## src/rtl/tank_motion_if.sv

```systemverilog
// Signal bundle between the keycode/sprite fabric and one tank_motion_ctrl instance.
// The slave modport is the controller's view; master is the driver/observer side.
interface tank_motion_if #(
  parameter int COORD_W = 10,
  parameter int AMMO_W  = 3
);
  logic [31:0]        keycode;
  logic               wall_up;
  logic               wall_down;
  logic               wall_left;
  logic               wall_right;
  logic               hit;
  logic               respawn;
  logic               shot_done;
  logic [COORD_W-1:0] PosX;
  logic [COORD_W-1:0] PosY;
  logic [COORD_W-1:0] Size;
  logic [1:0]         Dir;
  logic               Moving;
  logic               Fire;
  logic [AMMO_W-1:0]  Ammo;
  logic               Alive;

  modport slave (
    input  keycode, wall_up, wall_down, wall_left, wall_right, hit, respawn, shot_done,
    output PosX, PosY, Size, Dir, Moving, Fire, Ammo, Alive
  );

  modport master (
    output keycode, wall_up, wall_down, wall_left, wall_right, hit, respawn, shot_done,
    input  PosX, PosY, Size, Dir, Moving, Fire, Ammo, Alive
  );
endinterface

```

## src/rtl/tank_motion_ctrl.sv

```systemverilog
// Per-player tank mover: keycode decode, wall/edge-limited motion, death/respawn FSM
// and a cooldown-limited fire pulse with ammo accounting. Every output is registered.
module tank_motion_ctrl #(
  parameter int         COORD_W       = 10,
  parameter int         X_START       = 320,
  parameter int         Y_START       = 240,
  parameter int         X_MIN         = 0,
  parameter int         X_MAX         = 639,
  parameter int         Y_MIN         = 0,
  parameter int         Y_MAX         = 479,
  parameter int         STEP          = 1,
  parameter int         SIZE          = 10,
  parameter logic [7:0] KEY_UP        = 8'h1A,
  parameter logic [7:0] KEY_DOWN      = 8'h16,
  parameter logic [7:0] KEY_LEFT      = 8'h04,
  parameter logic [7:0] KEY_RIGHT     = 8'h07,
  parameter logic [7:0] KEY_FIRE      = 8'h2C,
  parameter int         FIRE_COOLDOWN = 15,
  parameter int         MAX_AMMO      = 5
) (
  input  logic          frame_clk,
  input  logic          Reset,
  tank_motion_if.slave  tank
);

  localparam int W1     = COORD_W + 1;
  localparam int AMMO_W = $clog2(MAX_AMMO + 1);
  localparam int CD_W   = $clog2(FIRE_COOLDOWN + 1);

  localparam logic [1:0] DIR_UP    = 2'd0;
  localparam logic [1:0] DIR_DOWN  = 2'd1;
  localparam logic [1:0] DIR_LEFT  = 2'd2;
  localparam logic [1:0] DIR_RIGHT = 2'd3;

  localparam logic [COORD_W-1:0] STEP_C  = COORD_W'(STEP);
  localparam logic [COORD_W-1:0] X_RST   = COORD_W'(X_START);
  localparam logic [COORD_W-1:0] Y_RST   = COORD_W'(Y_START);
  localparam logic [COORD_W-1:0] X_LEFT  = COORD_W'(X_MIN + SIZE);
  localparam logic [COORD_W-1:0] X_RIGHT = COORD_W'(X_MAX - SIZE);
  localparam logic [COORD_W-1:0] Y_TOP   = COORD_W'(Y_MIN + SIZE);
  localparam logic [COORD_W-1:0] Y_BOT   = COORD_W'(Y_MAX - SIZE);
  localparam logic [W1-1:0]      X_LO    = W1'(X_MIN + SIZE + STEP);
  localparam logic [W1-1:0]      Y_LO    = W1'(Y_MIN + SIZE + STEP);
  localparam logic [W1-1:0]      REACH   = W1'(SIZE + STEP);
  localparam logic [W1-1:0]      X_HI    = W1'(X_MAX);
  localparam logic [W1-1:0]      Y_HI    = W1'(Y_MAX);
  localparam logic [AMMO_W-1:0]  AMMO_FULL = AMMO_W'(MAX_AMMO);

  typedef enum logic [1:0] {IDLE, MOVE, BLOCKED, DEAD} state_e;

  state_e              state_q, state_d;
  logic [COORD_W-1:0]  posX_q, posX_d, posY_q, posY_d;
  logic [1:0]          dir_q, dir_d;
  logic                moving_q, moving_d, fire_q, fire_d, firePrev_q, firePrev_d;
  logic [AMMO_W-1:0]   ammo_q, ammo_d;
  logic [CD_W-1:0]     cooldown_q, cooldown_d;

  logic       upKey, downKey, leftKey, rightKey, fireKey;
  logic       dirValid, wallSel, fireOk;
  logic [1:0] dirSel;

  function automatic logic keyHeld(input logic [31:0] kc, input logic [7:0] k);
    return (kc[7:0] == k) || (kc[15:8] == k) || (kc[23:16] == k) || (kc[31:24] == k);
  endfunction

  assign upKey    = keyHeld(tank.keycode, KEY_UP);
  assign downKey  = keyHeld(tank.keycode, KEY_DOWN);
  assign leftKey  = keyHeld(tank.keycode, KEY_LEFT);
  assign rightKey = keyHeld(tank.keycode, KEY_RIGHT);
  assign fireKey  = keyHeld(tank.keycode, KEY_FIRE);
  assign dirValid = upKey | downKey | leftKey | rightKey;

  always_comb begin
    dirSel  = DIR_RIGHT;
    wallSel = tank.wall_right;
    if (upKey) begin
      dirSel  = DIR_UP;
      wallSel = tank.wall_up;
    end else if (downKey) begin
      dirSel  = DIR_DOWN;
      wallSel = tank.wall_down;
    end else if (leftKey) begin
      dirSel  = DIR_LEFT;
      wallSel = tank.wall_left;
    end
  end

  assign fireOk = fireKey && !firePrev_q && (cooldown_q == '0) && (ammo_q != '0) && (state_q != DEAD);

  always_comb begin
    state_d    = state_q;
    posX_d     = posX_q;
    posY_d     = posY_q;
    dir_d      = dir_q;
    moving_d   = 1'b0;
    fire_d     = fireOk;
    firePrev_d = fireKey;
    ammo_d     = ammo_q;
    cooldown_d = (cooldown_q != '0) ? cooldown_q - CD_W'(1) : '0;

    if (fireOk) cooldown_d = CD_W'(FIRE_COOLDOWN);
    // A shot and a returning bullet on the same frame cancel out
    if (fireOk && !tank.shot_done)
      ammo_d = ammo_q - AMMO_W'(1);
    else if (!fireOk && tank.shot_done && ammo_q < AMMO_FULL)
      ammo_d = ammo_q + AMMO_W'(1);

    if (state_q == DEAD) begin
      if (tank.respawn) begin
        state_d    = IDLE;
        posX_d     = X_RST;
        posY_d     = Y_RST;
        dir_d      = DIR_UP;
        cooldown_d = '0;
        ammo_d     = AMMO_FULL;
      end
    end else if (tank.hit) begin
      state_d = DEAD;
    end else if (!dirValid) begin
      state_d = IDLE;
    end else begin
      dir_d   = dirSel;
      state_d = MOVE;
      if (wallSel) begin
        state_d = BLOCKED;
      end else begin
        // Edge tests run one bit wider so the +SIZE+STEP sum cannot wrap
        unique case (dirSel)
          DIR_UP:
            if ({1'b0, posY_q} < Y_LO) begin
              posY_d  = Y_TOP;
              state_d = BLOCKED;
            end else posY_d = posY_q - STEP_C;
          DIR_DOWN:
            if ({1'b0, posY_q} + REACH > Y_HI) begin
              posY_d  = Y_BOT;
              state_d = BLOCKED;
            end else posY_d = posY_q + STEP_C;
          DIR_LEFT:
            if ({1'b0, posX_q} < X_LO) begin
              posX_d  = X_LEFT;
              state_d = BLOCKED;
            end else posX_d = posX_q - STEP_C;
          default:
            if ({1'b0, posX_q} + REACH > X_HI) begin
              posX_d  = X_RIGHT;
              state_d = BLOCKED;
            end else posX_d = posX_q + STEP_C;
        endcase
      end
      moving_d = (posX_d != posX_q) || (posY_d != posY_q);
    end
  end

  always_ff @(posedge frame_clk or negedge Reset) begin
    if (!Reset) begin
      state_q    <= IDLE;
      posX_q     <= X_RST;
      posY_q     <= Y_RST;
      dir_q      <= DIR_UP;
      moving_q   <= 1'b0;
      fire_q     <= 1'b0;
      firePrev_q <= 1'b0;
      ammo_q     <= AMMO_FULL;
      cooldown_q <= '0;
    end else begin
      state_q    <= state_d;
      posX_q     <= posX_d;
      posY_q     <= posY_d;
      dir_q      <= dir_d;
      moving_q   <= moving_d;
      fire_q     <= fire_d;
      firePrev_q <= firePrev_d;
      ammo_q     <= ammo_d;
      cooldown_q <= cooldown_d;
    end
  end

  assign tank.PosX   = posX_q;
  assign tank.PosY   = posY_q;
  assign tank.Size   = COORD_W'(SIZE);
  assign tank.Dir    = dir_q;
  assign tank.Moving = moving_q;
  assign tank.Fire   = fire_q;
  assign tank.Ammo   = ammo_q;
  assign tank.Alive  = (state_q != DEAD);

endmodule

```

## src/flat_wrapper.sv

```systemverilog
// flat-port wrapper written by rule: the top's interface ports become plain ports
module tank_motion_ctrl_flat 
#(
  parameter int         COORD_W       = 10,
  parameter int         X_START       = 320,
  parameter int         Y_START       = 240,
  parameter int         X_MIN         = 0,
  parameter int         X_MAX         = 639,
  parameter int         Y_MIN         = 0,
  parameter int         Y_MAX         = 479,
  parameter int         STEP          = 1,
  parameter int         SIZE          = 10,
  parameter logic [7:0] KEY_UP        = 8'h1A,
  parameter logic [7:0] KEY_DOWN      = 8'h16,
  parameter logic [7:0] KEY_LEFT      = 8'h04,
  parameter logic [7:0] KEY_RIGHT     = 8'h07,
  parameter logic [7:0] KEY_FIRE      = 8'h2C,
  parameter int         FIRE_COOLDOWN = 15,
  parameter int         MAX_AMMO      = 5
)
  (frame_clk, Reset, tank_keycode, tank_wall_up, tank_wall_down, tank_wall_left, tank_wall_right, tank_hit, tank_respawn, tank_shot_done, tank_PosX, tank_PosY, tank_Size, tank_Dir, tank_Moving, tank_Fire, tank_Ammo, tank_Alive);
  tank_motion_if #(.COORD_W(COORD_W), .AMMO_W(3)) tank_i ();
  input  logic frame_clk;
  input  logic Reset;
  input wire logic [$bits(tank_i.keycode)-1:0] tank_keycode;
  input wire logic [$bits(tank_i.wall_up)-1:0] tank_wall_up;
  input wire logic [$bits(tank_i.wall_down)-1:0] tank_wall_down;
  input wire logic [$bits(tank_i.wall_left)-1:0] tank_wall_left;
  input wire logic [$bits(tank_i.wall_right)-1:0] tank_wall_right;
  input wire logic [$bits(tank_i.hit)-1:0] tank_hit;
  input wire logic [$bits(tank_i.respawn)-1:0] tank_respawn;
  input wire logic [$bits(tank_i.shot_done)-1:0] tank_shot_done;
  output wire logic [$bits(tank_i.PosX)-1:0] tank_PosX;
  output wire logic [$bits(tank_i.PosY)-1:0] tank_PosY;
  output wire logic [$bits(tank_i.Size)-1:0] tank_Size;
  output wire logic [$bits(tank_i.Dir)-1:0] tank_Dir;
  output wire logic [$bits(tank_i.Moving)-1:0] tank_Moving;
  output wire logic [$bits(tank_i.Fire)-1:0] tank_Fire;
  output wire logic [$bits(tank_i.Ammo)-1:0] tank_Ammo;
  output wire logic [$bits(tank_i.Alive)-1:0] tank_Alive;
  assign tank_i.keycode = tank_keycode;
  assign tank_i.wall_up = tank_wall_up;
  assign tank_i.wall_down = tank_wall_down;
  assign tank_i.wall_left = tank_wall_left;
  assign tank_i.wall_right = tank_wall_right;
  assign tank_i.hit = tank_hit;
  assign tank_i.respawn = tank_respawn;
  assign tank_i.shot_done = tank_shot_done;
  assign tank_PosX = tank_i.PosX;
  assign tank_PosY = tank_i.PosY;
  assign tank_Size = tank_i.Size;
  assign tank_Dir = tank_i.Dir;
  assign tank_Moving = tank_i.Moving;
  assign tank_Fire = tank_i.Fire;
  assign tank_Ammo = tank_i.Ammo;
  assign tank_Alive = tank_i.Alive;
  tank_motion_ctrl #(.COORD_W(COORD_W), .X_START(X_START), .Y_START(Y_START), .X_MIN(X_MIN), .X_MAX(X_MAX), .Y_MIN(Y_MIN), .Y_MAX(Y_MAX), .STEP(STEP), .SIZE(SIZE), .KEY_UP(KEY_UP), .KEY_DOWN(KEY_DOWN), .KEY_LEFT(KEY_LEFT), .KEY_RIGHT(KEY_RIGHT), .KEY_FIRE(KEY_FIRE), .FIRE_COOLDOWN(FIRE_COOLDOWN), .MAX_AMMO(MAX_AMMO)) u_core (.frame_clk(frame_clk), .Reset(Reset), .tank(tank_i));
endmodule
```

## config.mk

```make
export PLATFORM = sky130hd
export DESIGN_NAME = tank_motion_ctrl_flat
export DESIGN_NICKNAME = d
export VERILOG_FILES = /design/src/rtl/tank_motion_if.sv /design/src/rtl/tank_motion_ctrl.sv /design/src/flat_wrapper.sv
export SDC_FILE = /design/constraint.sdc
export NUM_CORES = 1
export LEC_CHECK = 0
export ABC_AREA = 1
export CORE_MARGIN = 1
export CORE_UTILIZATION = 25
export CTS_CLUSTER_DIAMETER = 120
export DETAILED_ROUTE_END_ITERATION = 8
export GPL_TIMING_DRIVEN = 0
export PLACE_DENSITY_LB_ADDON = 0.1
export SYNTH_ARGS = -nofsm -noshare
export SYNTH_HDL_FRONTEND = slang
export SYNTH_SLANG_ARGS = --single-unit
```

## constraint.sdc

```tcl
create_clock -name frame_clk -period 6.55 [get_ports frame_clk]
set_clock_uncertainty 0.2 [all_clocks]
set_input_delay 0.655 -clock frame_clk [delete_from_list [all_inputs] [get_ports frame_clk]]
set_output_delay 0.655 -clock frame_clk [all_outputs]
set_load 0.05 [all_outputs]
```

=== Word level (Yosys, flattened, before mapping) ===
Cells that the tools add are included.
W data, S select, Z words.

* Register bits after elaboration: 34
* Bits of input ports: 41
* Output and inout bits: 38
* Word-level logic and storage cells: 139

* Add/subtract/negate cells: 9
* $lt $le $gt $ge: 5
* Equal/unequal tests: 28
* Multiplexer cells: 52
* Bitwise logic cells: 3
* Reduce and logical (&&, ||, !) cells: 33

{| class="wikitable"
|+ Operators by type and width
! operator !! count
|-
| $mux W10 || 20
|-
| $eq A8 B3 Y1 const B || 8
|-
| $eq A8 B5 Y1 const B || 8
|-
| $pmux W10 S2 || 2
|-
| $eq A8 B6 Y1 const B || 4
|-
| $mux W2 || 14
|-
| $add A10 B4 Y11 const B || 2
|-
| $add A10 B1 Y10 const B || 2
|-
| $lt A10 B4 Y1 const B || 2
|-
| $ne A10 B10 Y1 || 2
|-
| $sub A10 B1 Y10 const B || 2
|-
| $logic_or A1 B1 Y1 || 16
|-
| $mux W4 || 4
|-
| $mux W3 || 4
|-
| $gt A11 B10 Y1 const B || 1
|-
| $gt A11 B9 Y1 const B || 1
|-
| $logic_and A1 B1 Y1 || 7
|-
| $mux W1 || 7
|-
| $pmux W2 S3 || 1
|-
| $eq A2 B2 Y1 const B || 2
|-
| $logic_not A4 Y1 || 1
|-
| $ne A2 B2 Y1 const B || 2
|-
| $reduce_bool A4 Y1 || 1
|-
| $sub A4 B1 Y4 const B || 1
|-
| other kinds (12) || 16
|}

=== Depth between registers and ports, before layout ===
Gate-level depths: netlist (run 1).

* Word-level depth: 19
* Depth in mapped cells: 22

=== Worst setup path after synthesis (run 1) ===
No wires, ideal clock.

* Kind: reg-to-reg
* Start point: reg u_core.posY_q[0], in the netlist u_core.tank.PosY[0]
* End point: reg u_core.moving_q, in the netlist u_core.tank.Moving
* Library setup time: 0.113 ns
* Arrival: 2.525 ns
* Setup slack: 3.712 ns
* Stages on the path, launching flop included: 23
* Buffers on the path: 0
* Period minus slack after synthesis: 2.838 ns
* Cell sequence: dfrtp_1 > inv_1 > ha_1 > inv_1 > nand2_1 > nand2_1 > nand2_1 > nand2_1 > o21ai_1 > nor2_1 > nand3_1 > nand2_2 > nand2_2 > nand2_1 > nor2_1 > nand2_1 > nand2_1 > nor2_1 > nand2_1 > nor2_1 > nand3_1 > nand2_1 > inv_1

* Word-level cells in the longest chain between the ends: 13
* Elaborated cells between the ends (all ways): 17

{| class="wikitable"
|+ Ends and longest elaborated chain
! what !! RTL line !! RTL
|-
| start: declaration || tank_motion_ctrl.sv:52 || <nowiki>logic [COORD_W-1:0] posX_q, posX_d, posY_q, posY_d;</nowiki>
|-
| start signal: assignment || tank_motion_ctrl.sv:169 || <nowiki>posY_q <= posY_d;</nowiki>
|-
| $add A10 B4 Y11 || tank_motion_ctrl.sv:135 || <nowiki>if ({1'b0, posY_q} + REACH > Y_HI) begin</nowiki>
|-
| $gt A11 B9 Y1 || tank_motion_ctrl.sv:135 ||
|-
| $mux W10 || tank_motion_ctrl.sv:135 ||
|-
| $pmux W10 S2 || tank_motion_ctrl.sv:128 || <nowiki>unique case (dirSel)</nowiki>
|-
| $mux W10 || tank_motion_ctrl.sv:124 || <nowiki>if (wallSel) begin</nowiki>
|-
| $mux W10 || tank_motion_ctrl.sv:119 || <nowiki>end else if (!dirValid) begin</nowiki>
|-
| $mux W10 || tank_motion_ctrl.sv:117 || <nowiki>end else if (tank.hit) begin</nowiki>
|-
| $mux W10 || tank_motion_ctrl.sv:108 || <nowiki>if (state_q == DEAD) begin</nowiki>
|-
| $ne A10 B10 Y1 * || tank_motion_ctrl.sv:151 || <nowiki>moving_d = (posX_d != posX_q) || (posY_d != posY_q);</nowiki>
|-
| $logic_or A1 B1 Y1 * || tank_motion_ctrl.sv:151 ||
|-
| $mux W1 * || tank_motion_ctrl.sv:119 ||
|-
| $mux W1 * || tank_motion_ctrl.sv:117 ||
|-
| $mux W1 * || tank_motion_ctrl.sv:108 ||
|-
| via u_core.moving_d || tank_motion_ctrl.sv:54 || <nowiki>logic moving_q, moving_d, fire_q, fire_d, firePrev_q, firePrev_d;</nowiki>
|-
| end signal: assignment || tank_motion_ctrl.sv:171 || <nowiki>moving_q <= moving_d;</nowiki>
|-
| end: declaration || tank_motion_ctrl.sv:54 ||
|}

Mark *: on every way through the listed nets, which the timed path passes. The rest lies on a longest branch. The select of a mux whose other input is x is not followed.
A chain may end at the register's enable or synchronous reset.

=== Worst setup path after layout (run 1) ===
Same ends and word-level chain as after synthesis.

==> results.py, run 1 <==
metrics = {
    "status": {
        "status": "complete, no violations",
    },
    "die": {
        "core_sq_um": 16000,
        "dieArea_sq_um": 17000,
        "fp.dieH_um": 130,
        "die_w_um": 130,
        "pin_count": 79,
        "initial_core_util_pct": 25.8,
        "rows": 46,
    },
    "worst_setup_path": {
        "worstPathMaxFanout": 9,
        "required_ps": 6530,
        "arrival_ps": 3040,
        "crit_start": "u_core.tank.PosY[0]",
        "r2r_start": "u_core.tank.PosY[0]",
        "crit_type": "register to register",
        "end_kind": "register",
        "startpoint_type": "register",
    },
    "route": {
        "drt_iter0_markers": 192,
        "drc": 0,
        "viasPerCell": 4.68,
        "first_pass_iters": 5,
        "wl_per_cell_um": 14.0,
        "routed_wl_um": 13700,
        "antenna_left": 0,
        "num_vias": 4575,
    },
    "logic_synthesis": {
        "yosysUniqueCellTypes": 51,
        "yosys.area.top_type": "nand2_1",
        "synth_area_sq_um": 4130,
        "yosysTopAreaCellShare_pct": 16.2,
        "yosysMostFrequentCell": "nand2_1",
        "ys_top_cells_by_count": "nand2_1 (178), nor2_1 (89), inv_1 (69)",
        "synth_area_leaders": "nand2_1 (16%), dfrtp_1 (16%), nor2_1 (8.1%), nand3_1 (7.5%), inv_1 (6.3%)",
        "syn_area_per_cell_sq_um": 6.09,
        "syn-instance-count": 678,
        "yosysWarningCount": 0,
        "ys_ff_latch": 34,
        "yosysSeqAreaShare_pct": 20.9,
        "synth_flop_cell": "dfrtp_1",
        "synthArstFlopShare_pct": 100,
        "synth_edf_count": 0,
    },
    "grt": {
        "grt_pass1_wl_um": 22300,
        "grt_pass1_vias": 4382,
        "grt_max_degree": 35,
        "antenna_found_initial": 0,
        "grt_usage_pct": 16.8,
        "grt.overflow.total": 0,
    },
    "min_path": {
        "hold_path_class": "input pin to async pin",
    },
    "pwr": {
        "peakVddDrop_uv": 144,
        "power_density_nw_per_um2": 188,
        "p_leak_nw": 2.58,
    },
    "placement": {
        "io_buffers": 68,
        "dp_hpwl_um": 10700,
        "place.gp.congestion": 0.881,
    },
    "cts": {
        "cts_tree": "yes",
        "post-cts-setup-buffers": 0,
        "worstSkewPairLatency_ps": 290,
        "cts_buffers": 5,
        "cts_hold_buffers": 0,
        "root_buffer": "clkbuf_16",
        "cts_max_path_buffers": 2,
        "cts_resized": 0,
        "cts_num_sinks": 34,
        "cts.clk_slew.worst_paths_ps": 60,
        "h-tree-depth": 2,
    },
    "layout": {
        "drive_above_1_share_pct": 13.6,
        "nets": 811,
        "syn2layout_area_growth_pct": 28.4,
        "post-route-util_pct": 33.1,
        "diodes": 0,
    },
    "timing": {
        "period_share_pct": 46.7,
        "maxSlewHeadroom_pct": 43.9,
        "setup_viol": 0,
        "fmax_ghz": 0.327,
        "tightest_slew_ps": 842,
        "hold_violations": 0,
        "drv_slew": 0,
        "period_needed_ps": 3060,
        "rsz0062_at_grt": "no",
        "tns_ps": 0,
    },
    "run": {
        "drv_cap": 0,
    },
}
[flip-flops by register name, summed over array words and instances (netlist names)]
register	count
u_core.tank.PosX	10
u_core.tank.PosY	10
u_core.cooldown_q	4
u_core.tank.Ammo	3
u_core.state_q	2
u_core.tank.Dir	2
u_core.firePrev_q	1
u_core.tank.Fire	1
u_core.tank.Moving	1
[worst max-delay path, cell delays in order, from the launching register on]
cell and delay [ps]:
dfrtp_1 550, inv_1 220, ha_1 380, nor2_1 100, nand2_1 70, nor2_1 130, nand4_1 100, nand2_1 70
nand3_1 130, nand2_2 100, nand2_2 130, nand2_1 110, nor2_1 70, nand2_1 80, nand2_1 50, nor2_1 140
nand2_1 80, nor2_1 80, nand3_1 70, nand2_1 60, inv_1 40
[cells by family after synthesis]
logic type / after synthesis / synth area share, %
adder cells (fa/ha/maj): 9 / 2.73
AO/OA/AOI/OAI: 80 / 11.9
XOR/XNOR: 24 / 5.09
buffers and inverters: 120 / 13.5
flip-flops: 34 / 20.9
AND/OR/NAND/NOR: 409 / 45.8
other: 2 / 0.182
[per-stage QoR]
| stage | hold WS (ps) | instances | setup WS, ps | total power (W) | area (sq um) |
|---|---|---|---|---|---|
| 6_report | 262 | 978 | 3490 | 0.000996 | 5300 |
| 2_1_floorplan | 159 | 686 | 3710 | 0.000542 | 4160 |
| 3_5_place_dp | 277 | 970 | 3260 | 0.000672 | 5100 |
| 5_1_grt | 321 | 978 | 3100 | 0.00106 | 5300 |
| 4_1_cts | 294 | 978 | 3480 | 0.00101 | 5300 |
| 3_3_place_gp | 278 | 970 | 3240 | 0.000670 | 5110 |
[layout by cell type (no fill, tap or decap), drive strengths merged, types with 2 or more instances in the layout]
cell type | synthesis | final
o31ai | 4 | 4
o211ai | 2 | 2
o32ai | 4 | 4
or2 | 3 | 3
ha | 9 | 9
xnor2 | 2 | 2
clkinv | 2 | 3
clkbuf | 3 | 8
dfrtp | 26 | 26
bufinv | 0 | 2
dfstp | 8 | 8
conb | 2 | 10
nand2 | 189 | 189
nor3 | 15 | 15
nor2 | 105 | 105
inv | 87 | 87
xor2 | 22 | 22
nand3 | 65 | 65
buf | 28 | 29
nand4 | 30 | 30
o22ai | 10 | 10
a21oi | 17 | 17
clkdlybuf4s50 | 0 | 67
o21ai | 36 | 36
[metal layers]
| metal | GRT usage [%] | share of wire [%] | vias to the layer above |
|---|---|---|---|
| met5 | 0 | 0 | - |
| met2 | 27.6 | 44 | 157 |
| met1 | 22.0 | 46 | 2039 |
| met4 | 4.53 | 1.7 | 0 |
| li1 | - | - | 2360 |
| met3 | 3.75 | 7.5 | 19 |
[final cells by class]
| class | count | area, sq um |
|---|---|---|
| Buffer | 31 | 219 |
| Clock buffer | 5 | 125 |
| Clock inverter | 3 | 68.8 |
| Fill cell | 1780 | 10700 |
| Inverter | 89 | 337 |
| Multi-Input combinational cell | 532 | 2740 |
| Sequential cell | 34 | 861 |
| Tap cell | 216 | 270 |
| Timing Repair Buffer | 68 | 676 |
[final timing paths]
path,to,cells past startpoint,slack (ps)
worst max-delay path,u_core.tank.Moving,20,3490
worst min-delay path,u_core.tank.PosX[5],1,260
worst max register to register,u_core.tank.Moving,20,3490
worst min register to register,u_core.tank.Dir[1],2,290
max in group asynchronous,u_core.tank.Fire,1,5350
min in group frame_clk,u_core.tank.Dir[1],2,290
[report_power, final]
part / switching (W) / total, W / internal (W)
clock: 0.000107 / 0.000326 / 0.000219
combinational: 0.000266 / 0.000408 / 0.000142
sequential: 0.0000214 / 0.000261 / 0.000240
Note: power is estimated with default switching activity, not from simulation.
==> run 2, diff against run 1 <==
==> constraint.sdc (replaced) <==
create_clock -name frame_clk -period 2.52 [get_ports frame_clk]
set_clock_uncertainty 0.2 [all_clocks]
set_input_delay 0.252 -clock frame_clk [delete_from_list [all_inputs] [get_ports frame_clk]]
set_output_delay 0.252 -clock frame_clk [all_outputs]
set_load 0.05 [all_outputs]
==> results.py, run 2 (synthesis results as in run 1) <==
metrics = {
    "cts": {
        "cts_max_path_buffers": 2,
        "cts_num_sinks": 34,
        "cts.clk_slew.worst_paths_ps": 60,
        "worstSkewPairLatency_ps": 300,
        "cts_buffers": 5,
        "root_buffer": "clkbuf_16",
        "h-tree-depth": 2,
        "cts_tree": "yes",
    },
    "grt": {
        "grt_max_degree": 35,
        "grt.overflow.total": 0,
        "grt_pass1_vias": 4573,
        "grt_pass1_wl_um": 23100,
        "antenna_found_initial": 0,
        "grt_usage_pct": 17.4,
    },
    "timing": {
        "setup_viol": 1,
        "drv_slew": 0,
        "period_needed_ps": 2520,
        "fin_ws_ps": -2.73,
        "hold_violations": 0,
        "tns_ps": -2.73,
        "fmax_ghz": 0.396,
        "period_share_pct": 100,
        "maxSlewHeadroom_pct": 40.5,
        "rsz0062_at_grt": "yes",
        "tightest_slew_ps": 892,
    },
    "pwr": {
        "p_leak_nw": 2.80,
        "power_density_nw_per_um2": 457,
        "peakVddDrop_uv": 355,
        "total_power_w": 0.00266,
    },
    "placement": {
        "place_inst": 970,
        "place.gp.congestion": 0.889,
        "dp_hpwl_um": 10800,
        "dp_slack_ps": -378,
        "io_buffers": 68,
    },
    "die": {
        "fp.dieH_um": 130,
        "core_sq_um": 16000,
        "rows": 46,
        "pin_count": 79,
        "initial_core_util_pct": 25.8,
        "die_w_um": 130,
        "dieArea_sq_um": 17000,
    },
    "layout": {
        "multi_input_area_sq_um": 2960,
        "regArea_sq_um": 866,
        "final_cell_mix": "nand2_1 (166), nor2_1 (73), clkdlybuf4s50_1 (65), inv_1 (64), nand3_1 (56)",
        "diodes": 0,
        "final_cells": 1008,
        "drive_above_1_share_pct": 23.6,
        "nets": 841,
        "fillerInstances": 1764,
        "syn2layout_area_growth_pct": 41.0,
        "final_common_cell": "nand2_1",
    },
    "status": {
        "status": "finished, violations left",
        "violations": "negative setup slack",
    },
    "worst_setup_path": {
        "arrival_ps": 2500,
        "worstPathMaxFanout": 7,
        "crit_type": "register to register",
        "critPathMaxStageDelay_ps": 430,
        "startpoint_type": "register",
        "r2r_slack_ps": -3,
        "path_buf_inv": 2,
        "cp_num_cells": 20,
        "crit_start": "u_core.tank.PosY[0]",
        "end_kind": "register",
        "regToRegEndpoint": "u_core.tank.Moving",
        "path_cells": "inv_4, ha_4, nor2_2, nand2_1, nor2_2, nand4_1, nand2_1, nand3_2, nand2_2, nand2_4, nand2_2, nor2_1, nand2_1, nand2_1, nor2_1, nand2_1, nor2_1, nand3_1, nand2_1, inv_1",
        "crit_path_end": "u_core.tank.Moving",
        "cp_slowest_cell": "dfrtp_2",
        "path_delay_family": "simple AND/OR/NAND/NOR gates",
        "required_ps": 2500,
        "path_common_cell": "nand2_1",
        "reg2reg_depth": 20,
        "r2r_start": "u_core.tank.PosY[0]",
    },
    "route": {
        "drt_iter0_markers": 286,
        "first_pass_iters": 5,
        "drc": 0,
        "viasPerCell": 4.69,
        "routed_wl_um": 14300,
        "wl_per_cell_um": 14.2,
        "num_vias": 4727,
        "antenna_left": 0,
    },
    "run": {
        "drv_cap": 0,
    },
    "min_path": {
        "hold_path_class": "input pin to register",
    },
}
==> run 2: cell count changes in the layout (fill, tap and decap cells not counted), moves of 5 or more <==
cell,previous run,this run
inv_1,69,64
buf_4,11,41
buf_2,12,5
nor2_1,89,73
nor2_4,6,11
nor2_2,9,20
nand3_2,2,8
inv_4,1,7
o21ai_1,6,13
nand2_1,178,166
nand2_2,9,19
nand3_1,62,56
o21ai_0,29,22
clkbuf_4,0,5
==> run 2: stage by stage <==
step | cell area [sq um] | util [%] | hold slack, ps
2_1_floorplan | 4180 | - | -244
6_report | 5820 | 36.4 | 236
3_5_place_dp | 5120 | 32.0 | 240
4_1_cts | 5460 | 34.1 | 298
5_1_grt | 5820 | 36.4 | 286
3_3_place_gp | 5130 | 32.1 | 274
==> run 2: how the worst min path moves through the flow <==
stage                          from                    to  slack [ps]  cells after the start
2_1_floorplan                 Reset  u_core.cooldown_q[0]        -240                      0
3_3_place_gp     u_core.tank.Dir[1]    u_core.tank.Dir[1]         270                      2
3_5_place_dp                  Reset   u_core.tank.PosX[5]         240                      1
4_1_cts        u_core.cooldown_q[0]  u_core.cooldown_q[0]         300                      1
5_1_grt            tank_keycode[19]     u_core.firePrev_q         290                      3
6_report           tank_keycode[19]     u_core.firePrev_q         240                      3
==> run 2: per-layer routing <==
layer	vias to the layer above	GRT usage, %	wire length, um
li1	2418	-	-
met5	-	0	0
met2	133	28.9	6610
met4	0	5.21	253
met1	2156	22.8	6590
met3	20	3.46	881
==> run 2: repair_timing <==
| action | CTS | global route |
|---|---|---|
| buffers inserted | 10 | 21 |
| endpoints found under the hold margin | 26 | 0 |
| pin swaps | 6 | 32 |
| endpoints found under the setup margin | 16 | 27 |
| resized for setup | 21 | 61 |
| hold buffers | 1 | 0 |
==> run 2: layout make-up <==
type / count / share of cell area, %
multi-input combinational: 532 / 50.9
sequential: 34 / 14.9
tap: 216 / 4.65
timing repair buffer: 100 / 16.2
inverter: 89 / 6.13
buffer: 29 / 3.91
clock buffer: 5 / 2.15
clock inverter: 3 / 1.18
==> run 2: worst reg2reg max path, stage by stage (launching register included) <==
cell	delay, ps
dfrtp_2	430
inv_4	100
ha_4	220
nor2_2	70
nand2_1	60
nor2_2	120
nand4_1	90
nand2_1	100
nand3_2	110
nand2_2	120
nand2_4	100
nand2_2	80
nor2_1	60
nand2_1	70
nand2_1	50
nor2_1	110
nand2_1	70
nor2_1	100
nand3_1	70
nand2_1	70
inv_1	40
==> run 2: power by group <==
group,internal [W],switching [W]
combinational,0.000416,0.000728
clock,0.000569,0.000273
sequential,0.000625,0.0000499
==> run 3, diff against run 2 <==
--- a/config.mk
+++ b/config.mk
@@ -5,7 +5,6 @@
 export SDC_FILE = /design/constraint.sdc
 export NUM_CORES = 1
 export LEC_CHECK = 0
-export ABC_AREA = 1
 export CORE_MARGIN = 1
 export CORE_UTILIZATION = 25
 export CTS_CLUSTER_DIAMETER = 120
@@ -15,3 +14,4 @@
 export SYNTH_ARGS = -nofsm -noshare
 export SYNTH_HDL_FRONTEND = slang
 export SYNTH_SLANG_ARGS = --single-unit
+export TNS_END_PERCENT = 30
==> results.py, run 3 <==
metrics = {
    "cts": {
        "cts_tree": "yes",
        "cts_num_sinks": 34,
        "cts.clk_slew.worst_paths_ps": 50,
        "worstSkewPairLatency_ps": 280,
        "h-tree-depth": 2,
        "root_buffer": "clkbuf_16",
        "cts_max_path_buffers": 2,
        "cts_buffers": 5,
    },
    "logic_synthesis": {
        "yosys.area.top_type": "dfrtp_1",
        "ys_top_cells_by_count": "nor2_1 (55), nand2_1 (54), a21oi_1 (39)",
        "synthArstFlopShare_pct": 100,
        "syn-instance-count": 558,
        "synth_area_leaders": "dfrtp_1 (16%), dfstp_2 (5.2%), nor2_1 (5.1%), nand2_1 (5.0%), a21oi_1 (4.8%)",
        "yosysMostFrequentCell": "nor2_1",
        "yosysWarningCount": 0,
        "yosysUniqueCellTypes": 86,
        "ys_ff_latch": 34,
        "syn_area_per_cell_sq_um": 7.31,
        "synth_edf_count": 0,
        "yosysTopAreaCellShare_pct": 15.9,
        "yosysSeqAreaShare_pct": 21.1,
        "synth_area_sq_um": 4080,
        "synth_flop_cell": "dfrtp_1",
    },
    "timing": {
        "drv_slew": 0,
        "tightest_slew_ps": 788,
        "period_share_pct": 131,
        "rsz0062_at_grt": "yes",
        "holdWs_ps": 301,
        "fin_ws_ps": -780,
        "setup_viol": 26,
        "fmax_ghz": 0.303,
        "period_needed_ps": 3300,
        "hold_violations": 0,
        "maxSlewHeadroom_pct": 47.5,
    },
    "layout": {
        "syn2layout_area_growth_pct": 63.5,
        "drive_above_1_share_pct": 35.7,
        "post-route-util_pct": 42.0,
        "final_common_cell": "buf_4",
        "final_cell_mix": "buf_4 (80), nor2_1 (46), clkdlybuf4s50_1 (45), nand2_1 (44), a21oi_1 (30)",
        "nets": 767,
        "diodes": 0,
        "fillerInstances": 1604,
    },
    "die": {
        "die_w_um": 130,
        "dieArea_sq_um": 16800,
        "fp.dieH_um": 130,
        "core_sq_um": 15900,
        "rows": 46,
        "initial_core_util_pct": 25.7,
        "pin_count": 79,
    },
    "route": {
        "viasPerCell": 5.59,
        "drc": 0,
        "num_vias": 5222,
        "drt_iter0_markers": 461,
        "antenna_left": 0,
        "routed_wl_um": 17300,
        "first_pass_iters": 4,
        "wl_per_cell_um": 18.6,
    },
    "pwr": {
        "power_density_nw_per_um2": 339,
        "peakVddDrop_uv": 256,
        "p_leak_nw": 2.72,
    },
    "worst_setup_path": {
        "reg2reg_depth": 10,
        "worstPathMaxFanout": 10,
        "crit_type": "register to register",
        "startpoint_type": "register",
        "required_ps": 2460,
        "path_common_cell": "and3_1",
        "path_cells": "clkbuf_2, and3_1, o2111ai_1, mux2_2, and3_1, a311oi_2, nor3_1, a31oi_1, and4_4, a41oi_2",
        "critPathMaxStageDelay_ps": 540,
        "arrival_ps": 3230,
        "cp_slowest_cell": "dfstp_2",
        "end_kind": "register",
    },
    "min_path": {
        "hold_path_class": "register to register",
        "hold_depth": 2,
    },
    "placement": {
        "dp_hpwl_um": 12400,
        "place.gp.congestion": 0.877,
        "io_buffers": 68,
    },
    "grt": {
        "grt.overflow.total": 0,
        "grt_pass1_wl_um": 26300,
        "grt_pass1_vias": 4812,
        "grt_usage_pct": 20.2,
        "antenna_found_initial": 0,
        "grt_max_degree": 35,
    },
    "status": {
        "violations": "negative setup slack",
        "status": "finished, violations left",
    },
    "run": {
        "drv_cap": 0,
    },
}
[run 3: changes by cell type after synthesis, moves of 11 or more]
cell and delta:
nand3_1 -44, inv_2 -17, xor2_1 -20, inv_1 -50, clkbuf_1 +29, nor2_1 -34, nand4_1 -19, nand2_1 -124
a21oi_1 +24, nor2b_1 +11
[run 3: area by class of cell]
| class | count | area, sq um | share of cell area, % |
|---|---|---|---|
| timing repair buffer | 152 | 1370 | 20.6 |
| multi-input combinational | 468 | 3620 | 54.2 |
| clock buffer | 7 | 143 | 2.14 |
| inverter | 19 | 87.6 | 1.31 |
| sequential | 34 | 870 | 13.0 |
| tap | 216 | 270 | 4.05 |
| buffer | 37 | 308 | 4.61 |
| clock inverter | 1 | 5.00 | 0.0750 |
[run 3: path summary, 6_finish.rpt]
path                                      from  slack, ps                  end
setup / recovery           u_core.tank.PosY[5]       -780   u_core.tank.Moving
hold / removal              u_core.tank.Dir[0]        300   u_core.tank.Dir[0]
setup reg to reg           u_core.tank.PosY[5]       -780   u_core.tank.Moving
hold reg to reg             u_core.tank.Dir[0]        300   u_core.tank.Dir[0]
max in group asynchronous                Reset       1170  u_core.tank.PosX[0]
min in group asynchronous                Reset        400  u_core.tank.PosY[9]
[run 3: logic make-up after synthesis]
kind of cell | Yosys count | share of synthesized area, %
muxes | 6 | 1.84
buffers and inverters | 64 | 7.08
xor gates and xnor gates | 9 | 1.93
other | 2 | 0.184
AOI/OAI and AO/OA | 185 | 31.9
adders and majority gates | 9 | 2.76
DFF | 34 | 21.1
and+or+nand+nor | 249 | 33.2
[run 3: where the power goes]
group / internal, W / leakage (nW) / switching, W
clock: 0.000391 / 0.0739 / 0.000221
sequential: 0.000610 / 0.427 / 0.0000647
combinational: 0.000408 / 2.22 / 0.000565
[run 3: through the flow]
| stage | total power (W) | area (sq um) | setup WS [ps] | std cells | TNS [ps] |
|---|---|---|---|---|---|
| floorplan | 0.00118 | 4210 | -722 | 566 | -5070 |
| global placement | 0.00146 | 5160 | -1840 | 850 | -35540 |
| detailed placement | 0.00147 | 5150 | -1740 | 850 | -34550 |
| CTS | 0.00216 | 6080 | -798 | 894 | -9780 |
| global route | 0.00238 | 6670 | -807 | 934 | -12540 |
| finish | 0.00226 | 6670 | -780 | 934 | -9540 |
[run 3: repair_timing]
item                                    4_1_cts  5_1_grt
hold buffers                                  1        0
gates resized for setup                     130       91
setup buffers                                37       46
endpoints found under the setup margin       28       28
pin swaps                                    31       39
gates cloned                                  1        0
endpoints found under the hold margin        26        0
[run 3: per-layer routing]
layer	GRT usage (%)	part of all wire (%)
met1	27.1	44
met2	32.1	46
met3	3.40	7.6
met4	7.93	2.4
met5	0	0
[run 3: critical path: cells and delay by family, from the launching register on]
kind | cells | cell delay [ps]
buf+inv | 1 | 240
flops | 1 | 540
simple gates | 4 | 800
compound gates | 4 | 1010
mux | 1 | 360
